### src/rtl/stopwatch_pkg.sv
// Shared stopwatch definitions: FSM state width and encodings.
// Display and minutes stages decode the same state values.
package stopwatch_pkg;

   localparam int STATE_W = 2;

   typedef enum logic [STATE_W-1:0] {
      ST_IDLE    = 2'b00,
      ST_RUNNING = 2'b01,
      ST_PAUSED  = 2'b10
   } sw_state_e;

endpackage

### src/rtl/tick_prescaler.sv
// Divides clk down to a one-cycle registered tick while run is high.
// The count holds when run is low, so a partial second survives a pause.
module tick_prescaler #(
   parameter int TICKS_PER_SEC = 100_000_000
) (
   input  logic clk,
   input  logic rst_n,
   input  logic zero,
   input  logic run,
   output logic tick
);

   localparam int CNT_W = $clog2(TICKS_PER_SEC);
   localparam logic [CNT_W-1:0] TERM_CNT = CNT_W'(TICKS_PER_SEC - 1);
   localparam logic [CNT_W-1:0] CNT_ONE  = CNT_W'(1);

   logic [CNT_W-1:0] cnt_d, cnt_q;
   logic             tick_d, tick_q;

   // Next count and tick; zero overrides counting.
   always_comb begin
      cnt_d  = cnt_q;
      tick_d = 1'b0;
      if (zero) begin
         cnt_d  = '0;
         tick_d = 1'b0;
      end else if (run) begin
         if (cnt_q == TERM_CNT) begin
            cnt_d  = '0;
            tick_d = 1'b1;
         end else begin
            cnt_d  = cnt_q + CNT_ONE;
            tick_d = 1'b0;
         end
      end else begin
         cnt_d  = cnt_q;
         tick_d = 1'b0;
      end
   end

   // Count and tick registers.
   always_ff @(posedge clk or negedge rst_n) begin
      if (!rst_n) begin
         cnt_q  <= '0;
         tick_q <= 1'b0;
      end else begin
         cnt_q  <= cnt_d;
         tick_q <= tick_d;
      end
   end

   assign tick = tick_q;

endmodule

### src/rtl/stopwatch_ctrl.sv
// Stopwatch control: button edge detection, idle/run/pause FSM, 1 Hz enable
// and clear pulse for the downstream seconds counter.
module stopwatch_ctrl
   import stopwatch_pkg::*;
#(
   parameter int TICKS_PER_SEC = 100_000_000
) (
   input  logic       clk,
   input  logic       rst_n,
   input  logic       start_btn,
   input  logic       stop_btn,
   input  logic       reset_btn,
   output logic       enable,
   output logic       clear,
   output logic       running,
   output logic [1:0] state
);

   sw_state_e state_d, state_q;
   logic      start_btn_d, start_btn_q;
   logic      stop_btn_d, stop_btn_q;
   logic      reset_btn_d, reset_btn_q;
   logic      clear_d, clear_q;
   logic      running_d, running_q;
   logic      rise_start_s, rise_stop_s, rise_reset_s;
   logic      pre_run_s, pre_zero_s;

   // Rising-edge detect; history resets high so a held button does not fire.
   always_comb begin
      start_btn_d  = start_btn;
      stop_btn_d   = stop_btn;
      reset_btn_d  = reset_btn;
      rise_start_s = start_btn & ~start_btn_q;
      rise_stop_s  = stop_btn  & ~stop_btn_q;
      rise_reset_s = reset_btn & ~reset_btn_q;
   end

   // Next state; reset beats stop, stop beats start.
   always_comb begin
      state_d = state_q;
      case (state_q)
         ST_IDLE: begin
            if (rise_start_s) state_d = ST_RUNNING;
            else              state_d = ST_IDLE;
         end
         ST_RUNNING: begin
            if (rise_stop_s) state_d = ST_PAUSED;
            else             state_d = ST_RUNNING;
         end
         ST_PAUSED: begin
            if (rise_start_s) state_d = ST_RUNNING;
            else              state_d = ST_PAUSED;
         end
         default: state_d = ST_IDLE;
      endcase
      if (rise_reset_s) state_d = ST_IDLE;
      else              state_d = state_d;
      clear_d   = rise_reset_s;
      running_d = (state_d == ST_RUNNING);
   end

   // A stop or reset seen on the same edge suppresses counting (and any tick).
   always_comb begin
      pre_zero_s = rise_reset_s;
      pre_run_s  = (state_q == ST_RUNNING) & ~rise_stop_s & ~rise_reset_s;
   end

   // State, button history and output registers.
   always_ff @(posedge clk or negedge rst_n) begin
      if (!rst_n) begin
         state_q     <= ST_IDLE;
         start_btn_q <= 1'b1;
         stop_btn_q  <= 1'b1;
         reset_btn_q <= 1'b1;
         clear_q     <= 1'b0;
         running_q   <= 1'b0;
      end else begin
         state_q     <= state_d;
         start_btn_q <= start_btn_d;
         stop_btn_q  <= stop_btn_d;
         reset_btn_q <= reset_btn_d;
         clear_q     <= clear_d;
         running_q   <= running_d;
      end
   end

   tick_prescaler #(
      .TICKS_PER_SEC(TICKS_PER_SEC)
   ) u_prescaler (
      .clk   (clk),
      .rst_n (rst_n),
      .zero  (pre_zero_s),
      .run   (pre_run_s),
      .tick  (enable)
   );

   assign clear   = clear_q;
   assign running = running_q;
   assign state   = state_q;

endmodule

### config.mk
export PLATFORM = sky130hd
export DESIGN_NAME = stopwatch_ctrl
export DESIGN_NICKNAME = d
export VERILOG_FILES = /design/src/rtl/stopwatch_pkg.sv /design/src/rtl/tick_prescaler.sv /design/src/rtl/stopwatch_ctrl.sv
export SDC_FILE = /design/constraint.sdc
export NUM_CORES = 1
export LEC_CHECK = 0
export CAP_MARGIN = 20
export CORE_MARGIN = 5
export CORE_UTILIZATION = 50
export DETAILED_ROUTE_END_ITERATION = 10
export PLACE_DENSITY = 0.69
export SYNTH_ARGS = -nofsm -noshare
export SYNTH_HDL_FRONTEND = slang
export SYNTH_HIERARCHICAL = 1
export SYNTH_SLANG_ARGS = --single-unit
### constraint.sdc
create_clock -name clk -period 2.5 [get_ports clk]
set_input_delay 0.25 -clock clk [delete_from_list [all_inputs] [get_ports clk]]
set_output_delay 0.25 -clock clk [all_outputs]
set_load 0.01 [all_outputs]
==> flow_summary.ini, run 1 <==
[detailed_routing]
routed_wl_um = 3590
vias_per_cell = 5.62
drc = 0
wl_per_cell_um = 14.3
drt_pre_antenna_iters = 4
num_vias = 1410
initialDrtViolationCount = 111
ant_nets = 0

[logic_synthesis]
synth_area_leaders = dfrtp_1 45%, xor2_1 7.3%, nor2_1 5.6%, dfstp_2 4.4%, nand3_1 3.3%
ys_types = 41
async_flop_share_pct = 100
syn_avg_cell_area_um2 = 9.87
yosysTopAreaCellShare_pct = 44.6
synth.cell_area_um2 = 1800
yosys_warnings = 6
synthFlopType = dfrtp_1
ys_seq_elements = 35
synth_top_area_cell = dfrtp_1
synth_edf_count = 0
synth_cells = 182
synth_fp_nets = 188
synth-seq-area-share_pct = 49.0

[clocking]
postCtsResizedCells = 0
cts_max_path_buffers = 2
clockRootBuffer = clkbuf_4
cts_tree = done
htreeDepth = 2
numCtsBuffers = 5
clock_sinks = 35
clk_latency_ns = 0.33
post_cts_buffers = 0
cts.clk_slew.worst_paths_ns = 0.11
hold_buffers = 0

[die]
start_util_pct = 52.6
die_x_um = 69.9
ios = 10
die_h_um = 69.9
row_count = 21
die_area_um2 = 4890
core-area_um2 = 3420

[placed_design]
gp_congestion = 0.842
io_buffers = 9
placed_cells = 243
dp.final_hpwl_um = 2570

[sta]
final-setup-viol-count = 0
finalHoldViolCount = 0
fmaxAchievable_mhz = 462
fin_crit_ns = 2.17
skew_ns = 0.0107
period_share_pct = 86.6
grt_setup_unrepaired = no
slew_headroom_pct = 63.4
slew_violations = 0
max_slew.worst_pin.slew_ns = 0.544
setup_tns_ns = 0

[cells_and_area]
antenna_cells = 0
stdcell_count = 251
drive_gt1_share_pct = 15.6
area_delta_synth_final_pct = 16.3
layout.cells.most_common = dfrtp_1
fillers = 300
finish.net_count = 210
layout_common_cells = 32 x dfrtp_1, 27 x nor2_1, 15 x xor2_1, 12 x nand3_1, 11 x nand2_1

[setup_path]
critPathKind = flip-flop to flip-flop
path_max_fanout = 4
start_kind = flip-flop
max_stage_delay_ns = 0.53
reg2regPathDepth = 8
path_delay_family = simple AND/OR/NAND/NOR gates
worst_ep_arrival_time_ns = 2.43
required_ns = 2.77
critical-path-slowest-cell = or4b_1
critical_path_depth = 8
crit_path_cell_trace = nor2b_1 -> o21ai_0 -> buf_4 -> nor2_1 -> and4_1 -> nand3_2 -> or4b_1 -> a21oi_1
critPathBufInv = 1
end_kind = flip-flop

[hold_path]
hp-class = input pin to async pin

[run]
drv_cap = 0

[global_route]
overflow = 0
grt_pass1_wl_um = 6620
grt_util_all_layers_pct = 16.5
antenna_found_initial = 0
grt_pass1_vias = 1477
grt_start_max_net_pins = 36

[power_and_ir_drop]
vdd_ir_drop_max_mv = 0.325
leakage_nw = 0.915
powerDensity_nw_per_um2 = 529

[status]
status = finished clean
-- flip-flops by register name, summed over array words and instances, names as in the netlist --
name               cells
u_prescaler/cnt_q     27
state                  2
clear                  1
reset_btn_q            1
running                1
start_btn_q            1
stop_btn_q             1
u_prescaler/tick       1
-- synthesized netlist by cell type, types with 2 or more instances --
| cell | number |
|---|---|
| clkbuf_1 | 3 |
| nand4_1 | 7 |
| nand2_1 | 11 |
| a21oi_1 | 8 |
| dfstp_2 | 3 |
| nand2_2 | 2 |
| and3_2 | 2 |
| and2_1 | 2 |
| o21ai_0 | 5 |
| a2111oi_0 | 2 |
| o2111ai_1 | 2 |
| and3_1 | 5 |
| xnor2_1 | 4 |
| dfrtp_1 | 32 |
| nand3b_1 | 3 |
| xor2_1 | 15 |
| o31ai_1 | 2 |
| mux2i_1 | 2 |
| nand3_1 | 12 |
| and4_1 | 3 |
| nor2_1 | 27 |
| nor2b_1 | 3 |
| nand2b_1 | 4 |
| nor4_1 | 3 |
| nor3_1 | 4 |
-- worst register-to-register path, stage by stage (launching register included) --
cell and delay, ns:
dfrtp_1 0.41, nor2b_1 0.15, o21ai_0 0.10, buf_4 0.14, nor2_1 0.20, and4_1 0.29
nand3_2 0.13, or4b_1 0.53, a21oi_1 0.16
-- path summary, 6_finish.rpt --
path	start	end	slack [ns]
setup / recovery	state[1]$_DFF_PN0_	u_prescaler/cnt_q[26]$_DFFE_PN0P_	0.33
hold / removal	rst_n	state[0]$_DFF_PN0_	0.31
setup reg to reg	state[1]$_DFF_PN0_	u_prescaler/cnt_q[26]$_DFFE_PN0P_	0.33
hold reg to reg	u_prescaler/cnt_q[26]$_DFFE_PN0P_	u_prescaler/cnt_q[26]$_DFFE_PN0P_	0.57
max in group asynchronous	rst_n	stop_btn_q$_DFF_PN1_	1.86
min in group clk	reset_btn	reset_btn_q$_DFF_PN1_	0.33
-- routing by layer --
| metal | global-route usage, % | vias up | wire [µm] |
|---|---|---|---|
| li1 | - | 694 | - |
| met4 | 4.89 | 0 | 35 |
| met1 | 20.9 | 695 | 1680 |
| met5 | 0 | - | 0 |
| met2 | 27.4 | 17 | 1760 |
| met3 | 4.59 | 4 | 118 |
-- layout make-up --
cell class	instances	area, µm²	share of cell area, %
Multi-Input combinational cell	142	897	42.9
Sequential cell	35	880	42.1
Timing Repair Buffer	19	165	7.90
Tap cell	46	57.6	2.75
Clock buffer	6	51.3	2.46
Clock inverter	2	35.0	1.68
Inverter	1	3.75	0.180
-- power breakdown --
group / leakage, nW / switching (mW) / internal [mW]
Combinational: 0.393 / 0.0469 / 0.0413
Sequential: 0.474 / 0.0109 / 0.582
Clock: 0.0482 / 0.187 / 0.236
Total: 0.915 / 0.245 / 0.860
-- kinds of logic after synthesis --
| kind of cell | share of synthesized area [%] |
|---|---|
| AND/OR/NAND/NOR | 31.5 |
| flip-flops | 49.0 |
| AO/OA/AOI/OAI | 7.38 |
| XOR/XNOR | 9.26 |
| buffers and inverters | 1.11 |
| multiplexers | 1.11 |
| adder cells (fa/ha/maj) | 0.696 |
-- metrics by stage --
stage	power [mW]	util [%]	cell area (µm²)	hold slack (ns)	worst slack, ns
final	1.11	61.2	2090	0.313	0.335
after detailed placement	0.695	58.6	2000	0.558	0.129
after global routing	1.15	61.2	2090	0.356	0.0459
after CTS	1.12	61.2	2090	0.328	0.311
after global placement	0.691	58.6	2000	0.541	0.247
after floorplan	0.645	-	1800	-0.0456	0.438
Note: power is estimated with default switching activity, not from simulation.
==> run 2, diff against run 1 <==
Settings changed: ABC_AREA set to 1, PLACE_DENSITY 0.69 to 0.68.
==> flow_summary.ini, run 2 <==
[status]
status = finished clean

[die]
ios = 10
start_util_pct = 51.7
die_area_um2 = 5520
die_h_um = 74.3
die_x_um = 74.3
core-area_um2 = 4000
row_count = 23

[cells_and_area]
layout_common_cells = 88 x nand2_1, 54 x nor2_1, 35 x inv_1, 32 x dfrtp_1, 29 x nand3_1
stdcell_count = 360
largest_register_ffs = 27
finish.net_count = 315
regMostFlops = u_prescaler/cnt_q
area_delta_synth_final_pct = 11.4
drive_gt1_share_pct = 10.3
multi_input_area_um2 = 1030
layout.cells.most_common = nand2_1
antenna_cells = 0
fillers = 386
seq_area_um2 = 880
design_area_um2 = 2300

[logic_synthesis]
synth_common_cells = 88 x nand2_1, 54 x nor2_1, 35 x inv_1
ys_seq_elements = 35
yosysMostFrequentCell = nand2_1
ys_types = 27
synth_area_leaders = dfrtp_1 39%, nand2_1 16%, nor2_1 9.8%, nand3_1 7.0%, inv_1 6.4%
synth-seq-area-share_pct = 42.6
synth_cells = 295
async_flop_share_pct = 100
yosys_warnings = 6
syn_avg_cell_area_um2 = 7.01
synth.cell_area_um2 = 2070
synthFlopType = dfrtp_1
synth_top_area_cell = dfrtp_1
synth_fp_nets = 301
yosysTopAreaCellShare_pct = 38.7
synth_edf_count = 0

[clocking]
htreeDepth = 2
cts_max_path_buffers = 2
clockRootBuffer = clkbuf_8
cts.clk_slew.worst_paths_ns = 0.07
postCtsResizedCells = 0
post_cts_buffers = 0
hold_buffers = 0
numCtsBuffers = 5
clk_latency_ns = 0.29
clock_sinks = 35
cts_tree = done

[detailed_routing]
drc = 0
num_vias = 1822
routed_wl_um = 4610
drt_pre_antenna_iters = 4
vias_per_cell = 5.06
initialDrtViolationCount = 128
wl_per_cell_um = 12.8
ant_nets = 0

[global_route]
grt_pass1_vias = 1856
grt_start_max_net_pins = 36
antenna_found_initial = 0
overflow = 0
grt_util_all_layers_pct = 19.2
grt_pass1_wl_um = 8200

[setup_path]
path_max_fanout = 15
required_ns = 2.67
start_kind = flip-flop
critPathKind = flip-flop to flip-flop
end_kind = flip-flop
worst_ep_arrival_time_ns = 2.16

[placed_design]
io_buffers = 9
placed_cells = 352
gp_congestion = 0.853
dp.final_hpwl_um = 3370
place_area_um2 = 2200

[sta]
grt_setup_unrepaired = no
max_slew.worst_pin.slew_ns = 0.793
skew_ns = 0.00785
final-setup-viol-count = 0
setup_tns_ns = 0
finalHoldViolCount = 0
fmaxAchievable_mhz = 501
slew_violations = 0
slew_headroom_pct = 47.1
fin_crit_ns = 2.00
period_share_pct = 79.8

[power_and_ir_drop]
vdd_ir_drop_max_mv = 0.395
leakage_nw = 1.02
powerDensity_nw_per_um2 = 521

[run]
drv_cap = 0

[hold_path]
hp-class = input pin to async pin
## run 2: cell types whose count changed in the layout (fill, tap and decap cells not counted), sizes merged, moves of 6 or more
cell   before  now
and3        7    1
nand3      13   29
nor2       27   66
buf        10    2
xor2       15    5
inv         1   37
nand2      13   91
## run 2: worst paths after layout
kind	slack [ns]	from	endpoint	cells past startpoint
max	0.50	reset_btn_q$_DFF_PN1_	u_prescaler/cnt_q[4]$_DFFE_PN0P_	8
min	0.04	rst_n	u_prescaler/cnt_q[8]$_DFFE_PN0P_	1
max reg2reg	0.50	reset_btn_q$_DFF_PN1_	u_prescaler/cnt_q[4]$_DFFE_PN0P_	8
min reg2reg	0.54	u_prescaler/cnt_q[1]$_DFFE_PN0P_	u_prescaler/cnt_q[1]$_DFFE_PN0P_	2
max in group asynchronous	1.95	rst_n	u_prescaler/cnt_q[0]$_DFFE_PN0P_	1
min in group clk	0.40	reset_btn	reset_btn_q$_DFF_PN1_	1
## run 2: worst max-delay path: stages (launching register included)
cell     delay, ns
dfstp_2       0.52
inv_1         0.03
nand2_1       0.08
inv_1         0.13
nor2_4        0.43
inv_1         0.31
a21oi_1       0.22
or2_2         0.12
nor2_1        0.04
## run 2: final cells by class
class	instances	area share, %
tap	50	2.72
inverter	37	6.03
multi-input combinational	220	44.7
sequential	35	38.2
clock buffer	8	4.35
timing repair buffer	10	4.02
## run 2: routing by layer
metal  routed length [µm]  GRT usage [%]  vias to the layer above
met2                 2120           32.1                       50
met1                 2100           24.5                      822
met3                  307           4.19                        6
met4                   77           7.51                        0
li1                     -              -                      944
met5                    0              0                        -
## run 2: through the flow
| stage | hold WS (ns) | worst slack, ns | utilization, % | power, mW |
|---|---|---|---|---|
| 2_1_floorplan | -0.0456 | 0.888 | - | 0.701 |
| 3_5_place_dp | 0.390 | 0.232 | 55.1 | 0.754 |
| 5_1_grt | 0.112 | 0.263 | 57.6 | 1.25 |
| 4_1_cts | 0.0771 | 0.522 | 57.6 | 1.21 |
| 3_3_place_gp | 0.383 | 0.330 | 55.1 | 0.751 |
| 6_report | 0.0430 | 0.504 | 57.6 | 1.20 |
## run 2: logic make-up (layout without fill, tap and decap cells)
kind of cell | Yosys count | after routing | share of synthesized area, %
xor gates and xnor gates | 8 | 8 | 3.39
AOI/OAI and AO/OA | 11 | 11 | 2.97
buffers and inverters | 40 | 55 | 7.69
adders and majority gates | 1 | 1 | 0.605
and+or+nand+nor | 200 | 200 | 42.8
DFF | 35 | 35 | 42.6
## run 2: power by group
group / internal [mW] / switching (mW) / leakage, nW
sequential: 0.593 / 0.0221 / 0.473
clock: 0.252 / 0.203 / 0.0515
combinational: 0.0447 / 0.0835 / 0.498
total: 0.890 / 0.309 / 1.02
==> run 3, diff against run 2 <==
Clock period 2.5 ns to 1.9 ns, I/O delays scaled along.
==> flow_summary.ini, run 3 (synthesized netlist as in run 2, its figures left out) <==
[status]
status = finished with violations
violations = hold timing

[die]
die_h_um = 74.3
die_x_um = 74.3
start_util_pct = 51.7
core-area_um2 = 4000
row_count = 23
die_area_um2 = 5520
ios = 10

[sta]
slew_headroom_pct = 46.2
skew_ns = 0.00583
fmaxAchievable_mhz = 586
fin_crit_ns = 1.71
grt_setup_unrepaired = no
period_share_pct = 89.8
max_slew.worst_pin.slew_ns = 0.808
finalHoldViolCount = 32
final-setup-viol-count = 0
setup_ws_ns = 0.193
whs_ns = -0.0115
setup_tns_ns = 0
slew_violations = 0

[setup_path]
critPathBufInv = 3
path_delay_family = simple AND/OR/NAND/NOR gates
end_kind = flip-flop
max_stage_delay_ns = 0.52
critPathKind = flip-flop to flip-flop
path_max_fanout = 10
cp_common_cell = inv_1
crit_path_cell_trace = inv_1 -> nand2_1 -> nand3_1 -> inv_1 -> nor2_4 -> inv_1 -> a21oi_1 -> or2_2 -> nor2_1
worst_ep_arrival_time_ns = 1.93
start_kind = flip-flop
required_ns = 2.13
critical-path-slowest-cell = dfstp_2

[cells_and_area]
largest_register_ffs = 27
drive_gt1_share_pct = 12.3
fillers = 369
antenna_cells = 0
layout.cells.most_common = nand2_1
area_delta_synth_final_pct = 14.4
layout_common_cells = 88 x nand2_1, 54 x nor2_1, 35 x inv_1, 32 x dfrtp_1, 29 x nand3_1
finish.net_count = 321
regMostFlops = u_prescaler/cnt_q

[clocking]
hold_buffers = 0
clock_sinks = 35
post_cts_buffers = 0
cts_tree = done
postCtsResizedCells = 0
numCtsBuffers = 5
clk_latency_ns = 0.29
htreeDepth = 2
clockRootBuffer = clkbuf_8
cts.clk_slew.worst_paths_ns = 0.07
cts_max_path_buffers = 2

[detailed_routing]
routed_wl_um = 4600
ant_nets = 0
wl_per_cell_um = 12.6
drt_pre_antenna_iters = 4
initialDrtViolationCount = 200
num_vias = 1846
vias_per_cell = 5.04
drc = 0

[global_route]
overflow = 0
grt_start_max_net_pins = 36
grt_pass1_vias = 1902
antenna_found_initial = 0
grt_util_all_layers_pct = 20.1
grt_pass1_wl_um = 8420

[power_and_ir_drop]
vdd_ir_drop_max_mv = 0.445
leakage_nw = 1.06
powerDensity_nw_per_um2 = 715

[placed_design]
io_buffers = 9
dp.final_hpwl_um = 3350
post-place-ws_ns = 0.105
gp_congestion = 0.925

[run]
drv_cap = 0

[hold_path]
hp-class = input pin to async pin
run 3: cell types whose count changed in the layout (fill, tap and decap cells not counted), sizes merged:
cell,change
buf,+6
clkbuf,-2
bufinv,+1
clkinv,+1
run 3: path summary, 6_finish.rpt:
check | slack (ns) | startpoint | end | cells after the start
worst max-delay path | 0.19 | reset_btn_q$_DFF_PN1_ | u_prescaler/cnt_q[4]$_DFFE_PN0P_ | 9
worst min-delay path | -0.01 | rst_n | u_prescaler/cnt_q[9]$_DFFE_PN0P_ | 1
worst max register to register | 0.19 | reset_btn_q$_DFF_PN1_ | u_prescaler/cnt_q[4]$_DFFE_PN0P_ | 9
worst min register to register | 0.54 | u_prescaler/cnt_q[23]$_DFFE_PN0P_ | u_prescaler/cnt_q[23]$_DFFE_PN0P_ | 2
max in group asynchronous | 1.40 | rst_n | u_prescaler/cnt_q[26]$_DFFE_PN0P_ | 1
min in group clk | 0.32 | start_btn | start_btn_q$_DFF_PN1_ | 1
run 3: layer usage:
metal | GRT usage, % | wire (µm) | vias to the layer above
met5 | 0 | 0 | -
met4 | 9.49 | 116 | 0
met3 | 4.59 | 239 | 14
met2 | 31.5 | 2070 | 51
met1 | 26.5 | 2170 | 828
li1 | - | - | 953
run 3: area by class of cell:
cell class                 instances  area, µm²  share of cell area [%]
clock inverter                     2       35.0                    1.48
sequential                        35        880                    37.2
multi-input combinational        220       1030                    43.5
clock buffer                       6       82.6                    3.49
tap                               50       62.6                    2.65
inverter                          37        139                    5.87
timing repair buffer              16        138                    5.82
run 3: power by group:
part | switching, mW | leakage [nW] | internal (mW)
registers | 0.0275 | 0.473 | 0.781
clock network | 0.275 | 0.0612 | 0.425
logic | 0.111 | 0.528 | 0.0724
run 3: through the flow:
stage	instances	total power [mW]	hold WS [ns]	cell area [µm²]	utilization, %
global route	366	1.78	0.0518	2360	59.1
detailed placement	358	1.01	0.327	2250	56.2
finish	366	1.69	-0.0115	2360	59.1
floorplan	295	0.923	-0.106	2070	-
CTS	366	1.71	0.0108	2360	59.1
global placement	358	1.00	0.319	2250	56.2
